<file path="src/rtl/c3_slice_arbiter.sv">
// c3_slice_arbiter: shares one pipelined OR slice (e = c | d) among NREQ requesters, round-robin.
// Define C3_SLICE_ARB_FIXED_PRIO_EN to grant the lowest-index eligible requester instead.
module c3_slice_arbiter #(
  parameter int unsigned NREQ       = 4,
  parameter int unsigned PIPE_DEPTH = 3
) (
  input  logic                    clk,
  input  logic                    rst_n,
  input  logic [NREQ-1:0]         req_valid,
  input  logic [NREQ-1:0]         req_c,
  input  logic [NREQ-1:0]         req_d,
  output logic [NREQ-1:0]         req_ready,
  output logic [NREQ-1:0]         rsp_valid,
  output logic [NREQ-1:0]         rsp_e,
  input  logic [NREQ-1:0]         rsp_ready,
  output logic [$clog2(NREQ)-1:0] grant_id,
  output logic                    busy
);

  localparam int unsigned IDW = $clog2(NREQ);

  logic [NREQ-1:0] r_pend;
  logic [NREQ-1:0] r_rsp_valid;
  logic [NREQ-1:0] r_rsp_e;
  logic [IDW-1:0]  r_grant_id;
  logic            r_busy;

  logic [NREQ-1:0] w_elig;
  logic [IDW-1:0]  w_base;
  logic [IDW-1:0]  w_idx;
  logic            w_gnt;
  logic [IDW-1:0]  w_gnt_idx;
  logic            w_take;

  logic            w_fin_v;
  logic [IDW-1:0]  w_fin_id;
  logic            w_fin_e;

  logic [NREQ-1:0] w_rsp_hs;
  logic [NREQ-1:0] w_pend_nxt;
  logic [NREQ-1:0] w_rsp_valid_nxt;
  logic [NREQ-1:0] w_rsp_e_nxt;

  // A pending requester is never eligible, so its result slot is always free.
  assign w_elig = req_valid & ~r_pend;

`ifdef C3_SLICE_ARB_FIXED_PRIO_EN
  assign w_base = '0;
`else
  logic [IDW-1:0] r_ptr;

  assign w_base = r_ptr;

  always_ff @(posedge clk) begin
    if (!rst_n) begin
      r_ptr <= '0;
    end else if (w_take) begin
      r_ptr <= (w_gnt_idx == IDW'(NREQ - 1)) ? '0 : w_gnt_idx + 1'b1;
    end
  end
`endif

  // First eligible requester at or after the search base, wrapping modulo NREQ.
  always_comb begin : p_search
    w_gnt     = 1'b0;
    w_gnt_idx = '0;
    w_idx     = '0;
    for (int unsigned k = 0; k < NREQ; k++) begin
      w_idx = IDW'((32'(w_base) + k) % NREQ);
      if (!w_gnt && w_elig[w_idx]) begin
        w_gnt     = 1'b1;
        w_gnt_idx = w_idx;
      end
    end
  end

  assign w_take = rst_n & w_gnt;

  always_comb begin : p_ready
    req_ready = '0;
    if (w_take) begin
      req_ready[w_gnt_idx] = 1'b1;
    end
  end

  // PIPE_DEPTH-1 operand stages; the response register is the last stage.
  if (PIPE_DEPTH > 1) begin : g_pipe
    localparam int unsigned NST = PIPE_DEPTH - 1;

    logic [NST-1:0] r_sv;
    logic [NST-1:0] r_sc;
    logic [NST-1:0] r_sd;
    logic [IDW-1:0] r_sid [NST];

    always_ff @(posedge clk) begin
      if (!rst_n) begin
        r_sv <= '0;
        r_sc <= '0;
        r_sd <= '0;
        for (int unsigned s = 0; s < NST; s++) begin
          r_sid[s] <= '0;
        end
      end else begin
        r_sv[0]  <= w_take;
        r_sid[0] <= w_gnt_idx;
        r_sc[0]  <= req_c[w_gnt_idx];
        r_sd[0]  <= req_d[w_gnt_idx];
        for (int unsigned s = 1; s < NST; s++) begin
          r_sv[s]  <= r_sv[s-1];
          r_sid[s] <= r_sid[s-1];
          r_sc[s]  <= r_sc[s-1];
          r_sd[s]  <= r_sd[s-1];
        end
      end
    end

    assign w_fin_v  = r_sv[NST-1];
    assign w_fin_id = r_sid[NST-1];
    assign w_fin_e  = r_sc[NST-1] | r_sd[NST-1];
  end else begin : g_direct
    assign w_fin_v  = w_take;
    assign w_fin_id = w_gnt_idx;
    assign w_fin_e  = req_c[w_gnt_idx] | req_d[w_gnt_idx];
  end

  // Response handshake frees the requester; new grants and arriving results mark slots.
  always_comb begin : p_next
    w_rsp_hs        = r_rsp_valid & rsp_ready;
    w_pend_nxt      = r_pend & ~w_rsp_hs;
    w_rsp_valid_nxt = r_rsp_valid & ~w_rsp_hs;
    w_rsp_e_nxt     = r_rsp_e;
    if (w_take) begin
      w_pend_nxt[w_gnt_idx] = 1'b1;
    end
    if (w_fin_v) begin
      w_rsp_valid_nxt[w_fin_id] = 1'b1;
      w_rsp_e_nxt[w_fin_id]     = w_fin_e;
    end
  end

  always_ff @(posedge clk) begin
    if (!rst_n) begin
      r_pend      <= '0;
      r_rsp_valid <= '0;
      r_rsp_e     <= '0;
      r_grant_id  <= '0;
      r_busy      <= 1'b0;
    end else begin
      r_pend      <= w_pend_nxt;
      r_rsp_valid <= w_rsp_valid_nxt;
      r_rsp_e     <= w_rsp_e_nxt;
      r_busy      <= |w_pend_nxt;
      if (w_take) begin
        r_grant_id <= w_gnt_idx;
      end
    end
  end

  assign rsp_valid = r_rsp_valid;
  assign rsp_e     = r_rsp_e;
  assign grant_id  = r_grant_id;
  assign busy      = r_busy;

  a_ready_onehot: assert property (@(posedge clk) disable iff (!rst_n) $onehot0(req_ready));
  a_no_pend_grant: assert property (@(posedge clk) disable iff (!rst_n) (req_ready & r_pend) == '0);
  a_rsp_implies_pend: assert property (@(posedge clk) disable iff (!rst_n) (r_rsp_valid & ~r_pend) == '0);

endmodule

</file>
<file path="config.mk">
export PLATFORM = sky130hd
export DESIGN_NAME = c3_slice_arbiter
export DESIGN_NICKNAME = d
export VERILOG_FILES = /design/src/rtl/c3_slice_arbiter.sv
export SDC_FILE = /design/constraint.sdc
export NUM_CORES = 1
export LEC_CHECK = 0
export CAP_MARGIN = 20
export CELL_PAD_IN_SITES_DETAIL_PLACEMENT = 1
export CELL_PAD_IN_SITES_GLOBAL_PLACEMENT = 1
export CORE_MARGIN = 2
export CORE_UTILIZATION = 34
export DETAILED_ROUTE_END_ITERATION = 8
export PLACE_DENSITY = 0.75
export SKIP_CTS_REPAIR_TIMING = 1
export SYNTH_ARGS = -nofsm -noshare
export SYNTH_HDL_FRONTEND = slang
export SYNTH_SLANG_ARGS = --single-unit
export TNS_END_PERCENT = 10
</file>
<file path="constraint.sdc">
create_clock -name clk -period 2.6 [get_ports clk]
set_input_delay 0.52 -clock clk [delete_from_list [all_inputs] [get_ports clk]]
set_output_delay 0.52 -clock clk [all_outputs]
set_load 0.02 [all_outputs]
</file>
==> results of run 1 <==
critical path: stages (launching register included):
cell      delay, ps
dfxtp_1         390
nand3b_1        250
a311oi_2        380
nor2_2           80
ha_2            200
and3_1          160
buf_4           150
synthesized netlist by cell type, drive strengths merged:
| cell type | number | area share, % |
|---|---|---|
| o211a | 3 | 2.6 |
| o311a | 1 | 0.86 |
| nor3b | 2 | 1.3 |
| nor2 | 6 | 2.2 |
| or3b | 2 | 1.7 |
| o41ai | 1 | 1.4 |
| nand3b | 4 | 2.6 |
| nor2b | 9 | 4.9 |
| and2 | 8 | 4.3 |
| dfxtp | 27 | 47 |
| a21oi | 9 | 4.2 |
| o22ai | 2 | 1.1 |
| nand2b | 7 | 3.8 |
| mux2i | 4 | 3.5 |
| nand2 | 9 | 2.9 |
| ha | 1 | 1.1 |
| a21o | 1 | 0.65 |
| a22o | 1 | 0.76 |
| and3 | 2 | 1.1 |
| buf | 1 | 0.97 |
| nand3 | 1 | 0.43 |
| inv | 3 | 0.97 |
| o211ai | 1 | 0.65 |
| a21boi | 4 | 2.6 |
| clkbuf | 3 | 0.97 |
| o21a | 2 | 1.3 |
| nor3 | 4 | 2.2 |
| o2111ai | 1 | 0.76 |
| o21ai | 2 | 0.86 |
| a311oi | 1 | 0.76 |
report_power, final:
group          leakage (nW)  internal (mW)  switching [mW]
Sequential            0.222          0.516          0.0739
Combinational         0.572          0.425           0.386
Clock                0.0139         0.0588           0.128
routing by layer:
metal,vias to the layer above,routed length (um)
li1,541,-
met1,532,1430
met2,33,1630
met3,4,129
met4,0,51
met5,-,0
cell families (layout without fill, tap and decap cells):
kind of cell             after synthesis  after routing
buffers and inverters                  7             63
AND/OR/NAND/NOR                       54             54
flip-flops                            27             27
multiplexers                           4              4
AO/OA/AOI/OAI                         29             29
adder cells (fa/ha/maj)                1              1
final cells by class:
| type | count | area, sq um | share of cell area (%) |
|---|---|---|---|
| Tap cell | 46 | 57.6 | 3.24 |
| Multi-Input combinational cell | 88 | 637 | 35.8 |
| Timing Repair Buffer | 56 | 500 | 28.2 |
| Inverter | 3 | 11.3 | 0.634 |
| Clock buffer | 3 | 22.5 | 1.27 |
| Clock inverter | 1 | 7.51 | 0.423 |
| Sequential cell | 27 | 541 | 30.4 |
per-stage QoR:
stage	cell area, sq um	hold WS (ps)	utilization [%]	TNS (ps)
after floorplan	1160	412	-	0
after global placement	1660	413	50.2	-1940
after detailed placement	1660	420	50.2	-2200
after CTS	1690	459	51.1	-2090
after global routing	1780	469	53.7	0
final	1780	445	53.7	0
sequential cells by signal, indices dropped and copies added (netlist names):
name	flops
g_pipe.r_sd	2
r_pend	4
rsp_valid	4
grant_id	2
g_pipe.r_sc	2
g_pipe.r_sid	4
g_pipe.r_sv	2
busy	1
r_ptr	2
rsp_e	4
worst paths after layout:
check	slack, ps	to	from
setup / recovery	120	req_ready[2]	r_pend[0]$_SDFF_PN0_
hold / removal	450	g_pipe.r_sc[1]$_SDFF_PN0_	g_pipe.r_sc[0]$_SDFF_PN0_
setup reg to reg	470	busy$_SDFF_PN0_	r_pend[0]$_SDFF_PN0_
hold reg to reg	450	g_pipe.r_sc[1]$_SDFF_PN0_	g_pipe.r_sc[0]$_SDFF_PN0_
==> run_results.csv, run 1 <==
group,metric,value,unit
run_status,status,"complete, no violations",
layout,area_delta_synth_final,53.5,%
sta,maxSlewHeadroom,77.1,%
yosys,synth_adder_area_share,1.08,%
pwr,leakage,0.808,nW
grt,grt_max_degree,18,
grt,grt_first_pass_wirelength,5240,um
die,fp.dieH,62.3,um
run,cap_violations,0,
sta,finalHoldViolations,0,
setup_path,end_kind,"output port",
min_path,holdPathStages,1,
yosys,synth_xor_area_share,0,%
layout,layout.nets,198,
setup_path,cp.arrival,1960,ps
sta,finalSetupViolCount,0,
sta,worst_pin_slew,341,ps
yosys,netlist_instances,122,
routing,drc,0,
routing,drt-initial-drc-count,33,
yosys,yosys_warnings,0,
yosys,synth.yosys.seq_area_share,46.7,%
setup_path,critical_path_required,2080,ps
sta,min_period_over_period,95.2,%
setup_path,crit_fanout,5,
die,die_w,62.3,um
yosys,syn_avg_cell_area,9.49,sq um
grt,grt_pass1_vias,1133,
yosys,synth_compound_area_share,18.5,%
routing,drt_wl_total,3240,um
sta,fin_ws,124,ps
yosys,yosysUniqueCellTypes,34,
setup_path,reg2reg_depth,8,
routing,avgViaCountPerCell,4.96,
grt,grt_use_met3,3.44,%
placement,io_buffers,32,
routing,antenna_left,0,
routing,drtPass1Iterations,4,
layout,mostFrequentLayoutCell,"dfxtp_1",
clock_network,root_buffer,"clkbuf_4",
yosys,ys_seq_elements,27,
grt,gr-usage-met1,20.2,%
layout,drive_gt1_share,25.8,%
layout,final_cell_mix,"27 x dfxtp_1, 25 x buf_4, 24 x clkdlybuf4s50_1",
setup_path,path_class,"flip-flop to output port",
routing,route.vias.total,1110,
clock_network,insertion_delay,330,ps
pwr,finalPower,1.59,mW
grt,grt-busiest-layer,"met2",
yosys,synthMuxAreaShare,3.46,%
yosys,yosys.area_share.simple,27.4,%
pwr,power.density,893,nW/um^2
sta,post-route-min-period,2480,ps
die,ios,33,
clock_network,clkTransAtPathRegs,160,ps
clock_network,cts_sinks,27,
die,start_util,35.0,%
pwr,ir_worst_vdd,466,uV
die,rows,21,
grt,use_met2,30.3,%
grt,grt-ovfl-total,0,
setup_path,worstSetupStartpointType,"flip-flop",
grt,antenna_found_initial,0,
yosys,synth_area,1160,sq um
layout,stdcell_count,224,
placement,dp_cells,216,
layout,num_antenna_cells,0,
sta,fin_skew,17.7,ps
placement,dp_hpwl,2490,um
routing,routedWlPerCell,14.5,um
sta,rsz0062_at_grt,"no",
clock_network,cts_tree,"built",
layout,fillerInstances,405,
clock_network,htreeDepth,1,
grt,grt_use_total,16.7,%
yosys,synth_nets,141,
die,coreArea,3310,sq um
clock_network,cts_buffer_depth,2,
sta,max_freq,404,MHz
placement,dp_slack,-662,ps
clock_network,cts_made_buffers,3,
yosys,synth_top_family_by_area,"simple AND/OR/NAND/NOR gates",
sta,drv_slew,0,
placement,place.gp.congestion,0.787,
die,dieArea,3890,sq um
min_path,hold_class,"flip-flop to flip-flop",
No activity file was read; power rests on OpenSTA's default activity.
==> inputs of run 2 (changes only) <==
--- a/config.mk
+++ b/config.mk
@@ -9,9 +9,9 @@
 export CELL_PAD_IN_SITES_DETAIL_PLACEMENT = 1
 export CELL_PAD_IN_SITES_GLOBAL_PLACEMENT = 1
 export CORE_MARGIN = 2
-export CORE_UTILIZATION = 34
+export CORE_UTILIZATION = 37
 export DETAILED_ROUTE_END_ITERATION = 8
-export PLACE_DENSITY = 0.75
+export PLACE_DENSITY = 0.8
 export SKIP_CTS_REPAIR_TIMING = 1
 export SYNTH_ARGS = -nofsm -noshare
 export SYNTH_HDL_FRONTEND = slang
==> constraint.sdc (replaced) <==
create_clock -name clk -period 3 [get_ports clk]
set_input_delay 0.6 -clock clk [delete_from_list [all_inputs] [get_ports clk]]
set_output_delay 0.6 -clock clk [all_outputs]
set_load 0.02 [all_outputs]
==> run_results.csv, run 2 (synthesis results as in run 1) <==
group,metric,value,unit
run_status,status,"complete, no violations",
setup_path,slowest_stage,"clkdlybuf4s50_1",
clock_network,cts_made_buffers,3,
pwr,ir_worst_vdd,359,uV
min_path,hold_class,"flip-flop to flip-flop",
setup_path,reg2reg_depth,8,
clock_network,clkTransAtPathRegs,160,ps
die,rows,20,
pwr,p_clk_share,13.7,%
layout,fillerInstances,353,
sta,min_period_over_period,95.1,%
setup_path,reg2reg_setup_slack,840,ps
routing,route.vias.total,1069,
grt,grt-ovfl-total,0,
placement,place.gp.congestion,0.854,
routing,drc,0,
clock_network,insertion_delay,340,ps
sta,rsz0062_at_grt,"no",
run,cap_violations,0,
setup_path,path_class,"primary input to output port",
placement,dp_cells,199,
sta,fin_ws,147,ps
pwr,power_frac_seq,40.1,%
pwr,switching_share,37.5,%
min_path,holdPathEnd,"g_pipe.r_sd[1]$_SDFF_PN0_",
pwr,p_int,0.808,mW
die,die_w,59.9,um
sta,finalSetupViolCount,0,
clock_network,htreeDepth,1,
setup_path,crit_chain,"clkdlybuf4s50_1, nor2b_1, a21oi_1, nor3_2, buf_4, nand2_1, nor3_1, dlymetal6s2s_1",
sta,maxSlewHeadroom,72.3,%
layout,layout.nets,190,
pwr,p_comb_share,46.2,%
sta,post-route-min-period,2850,ps
layout,drive_gt1_share,16.5,%
grt,grt_max_degree,18,
setup_path,crit_fanout,7,
die,ios,33,
sta,max_freq,350,MHz
routing,routedWlPerCell,14.9,um
setup_path,cp_num_buf_inv,3,
clock_network,cts_buffer_depth,2,
sta,drv_slew,0,
routing,drt-initial-drc-count,22,
die,coreArea,3000,sq um
grt,grt_use_total,18.2,%
pwr,power.switching,0.484,mW
layout,final_cell_mix,"27 x dfxtp_1, 27 x clkdlybuf4s50_1, 16 x buf_4",
setup_path,rr_startpoint,"r_ptr[1]$_SDFFE_PN0N_",
grt,antenna_found_initial,0,
pwr,leakage,0.760,nW
placement,io_buffers,32,
sta,finalHoldViolations,0,
layout,stdcell_count,203,
die,dieArea,3590,sq um
setup_path,cp.arrival,2250,ps
clock_network,cts_sinks,27,
die,start_util,38.5,%
placement,dp_slack,-380,ps
min_path,min_from,"g_pipe.r_sd[0]$_SDFF_PN0_",
setup_path,end_kind,"output port",
layout,area_delta_synth_final,44.0,%
sta,hold_ws,461,ps
min_path,holdPathStages,1,
die,fp.dieH,59.9,um
setup_path,critical_path_required,2400,ps
setup_path,slowest_delay,470,ps
clock_network,root_buffer,"clkbuf_4",
pwr,power.density,775,nW/um^2
setup_path,cp_top_family,"buffers and inverters",
sta,worst_pin_slew,412,ps
sta,fin_skew,6.18,ps
setup_path,r2r-end,"busy$_SDFF_PN0_",
routing,avgViaCountPerCell,5.27,
clock_network,cts_tree,"built",
routing,antenna_left,0,
grt,grt_first_pass_wirelength,4750,um
setup_path,worstSetupStartpointType,"primary input",
placement,dp_hpwl,2350,um
grt,grt_pass1_vias,1056,
routing,drt_wl_total,3020,um
layout,num_antenna_cells,0,
routing,drtPass1Iterations,4,
## run 2: power by group through the flow
stage	clock (mW)	combinational, mW	sequential (mW)
2_1_floorplan	0	0.322	0.520
4_1_cts	0.178	0.594	0.516
3_5_place_dp	0	0.589	0.521
5_1_grt	0.189	0.648	0.530
6_report	0.177	0.597	0.518
3_3_place_gp	0	0.564	0.515
## run 2: worst max-delay path by stage
stage | from | end | depth (start not counted)
2_1_floorplan | req_valid[0] | req_ready[3] | 5
3_3_place_gp | req_valid[0] | req_ready[2] | 7
3_5_place_dp | req_valid[0] | req_ready[2] | 7
4_1_cts | req_valid[0] | req_ready[2] | 7
5_1_grt | req_valid[3] | req_ready[3] | 8
6_report | req_valid[3] | req_ready[3] | 8
## run 2: area by class of cell
type                            instances  area, sq um  share of cell area, %
Inverter                                3         11.3                  0.676
Clock buffer                            3         22.5                   1.35
Clock inverter                          1         8.76                  0.526
Tap cell                               33         41.3                   2.48
Timing Repair Buffer                   48          445                   26.7
Sequential cell                        27          541                   32.4
Multi-Input combinational cell         88          597                   35.8
## run 2: layer usage
metal / global-route usage, % / up-vias / share of wire (%)
met5: 0 / - / 0
met4: 7.30 / 0 / 1.1
met3: 2.38 / 4 / 5.6
met2: 31.5 / 37 / 49
met1: 22.7 / 505 / 45
li1: - / 523 / -
## run 2: worst register-to-register path, cell delays in order (launching register included)
cell	delay [ps]
dfxtp_1	570
nand3b_1	160
a311oi_1	330
buf_4	170
nor2_2	40
ha_1	190
a22o_1	250
o41ai_2	290
nand2b_1	80
## run 2: through the flow
| stage | total power, mW | setup TNS (ps) | utilization (%) | area, sq um |
|---|---|---|---|---|
| CTS | 1.29 | -1130 | 54.9 | 1650 |
| floorplan | 0.842 | 0 | - | 1160 |
| finish | 1.29 | 0 | 55.5 | 1670 |
| global placement | 1.08 | -821 | 53.8 | 1620 |
| detailed placement | 1.11 | -978 | 53.8 | 1620 |
| global route | 1.37 | 0 | 55.5 | 1670 |
==> inputs of run 3 (changes only) <==
--- a/config.mk
+++ b/config.mk
@@ -5,7 +5,6 @@
 export SDC_FILE = /design/constraint.sdc
 export NUM_CORES = 1
 export LEC_CHECK = 0
-export CAP_MARGIN = 20
 export CELL_PAD_IN_SITES_DETAIL_PLACEMENT = 1
 export CELL_PAD_IN_SITES_GLOBAL_PLACEMENT = 1
 export CORE_MARGIN = 2
==> results of run 3 <==
The final DEF is identical to that of run 2; final timing and power are the same.
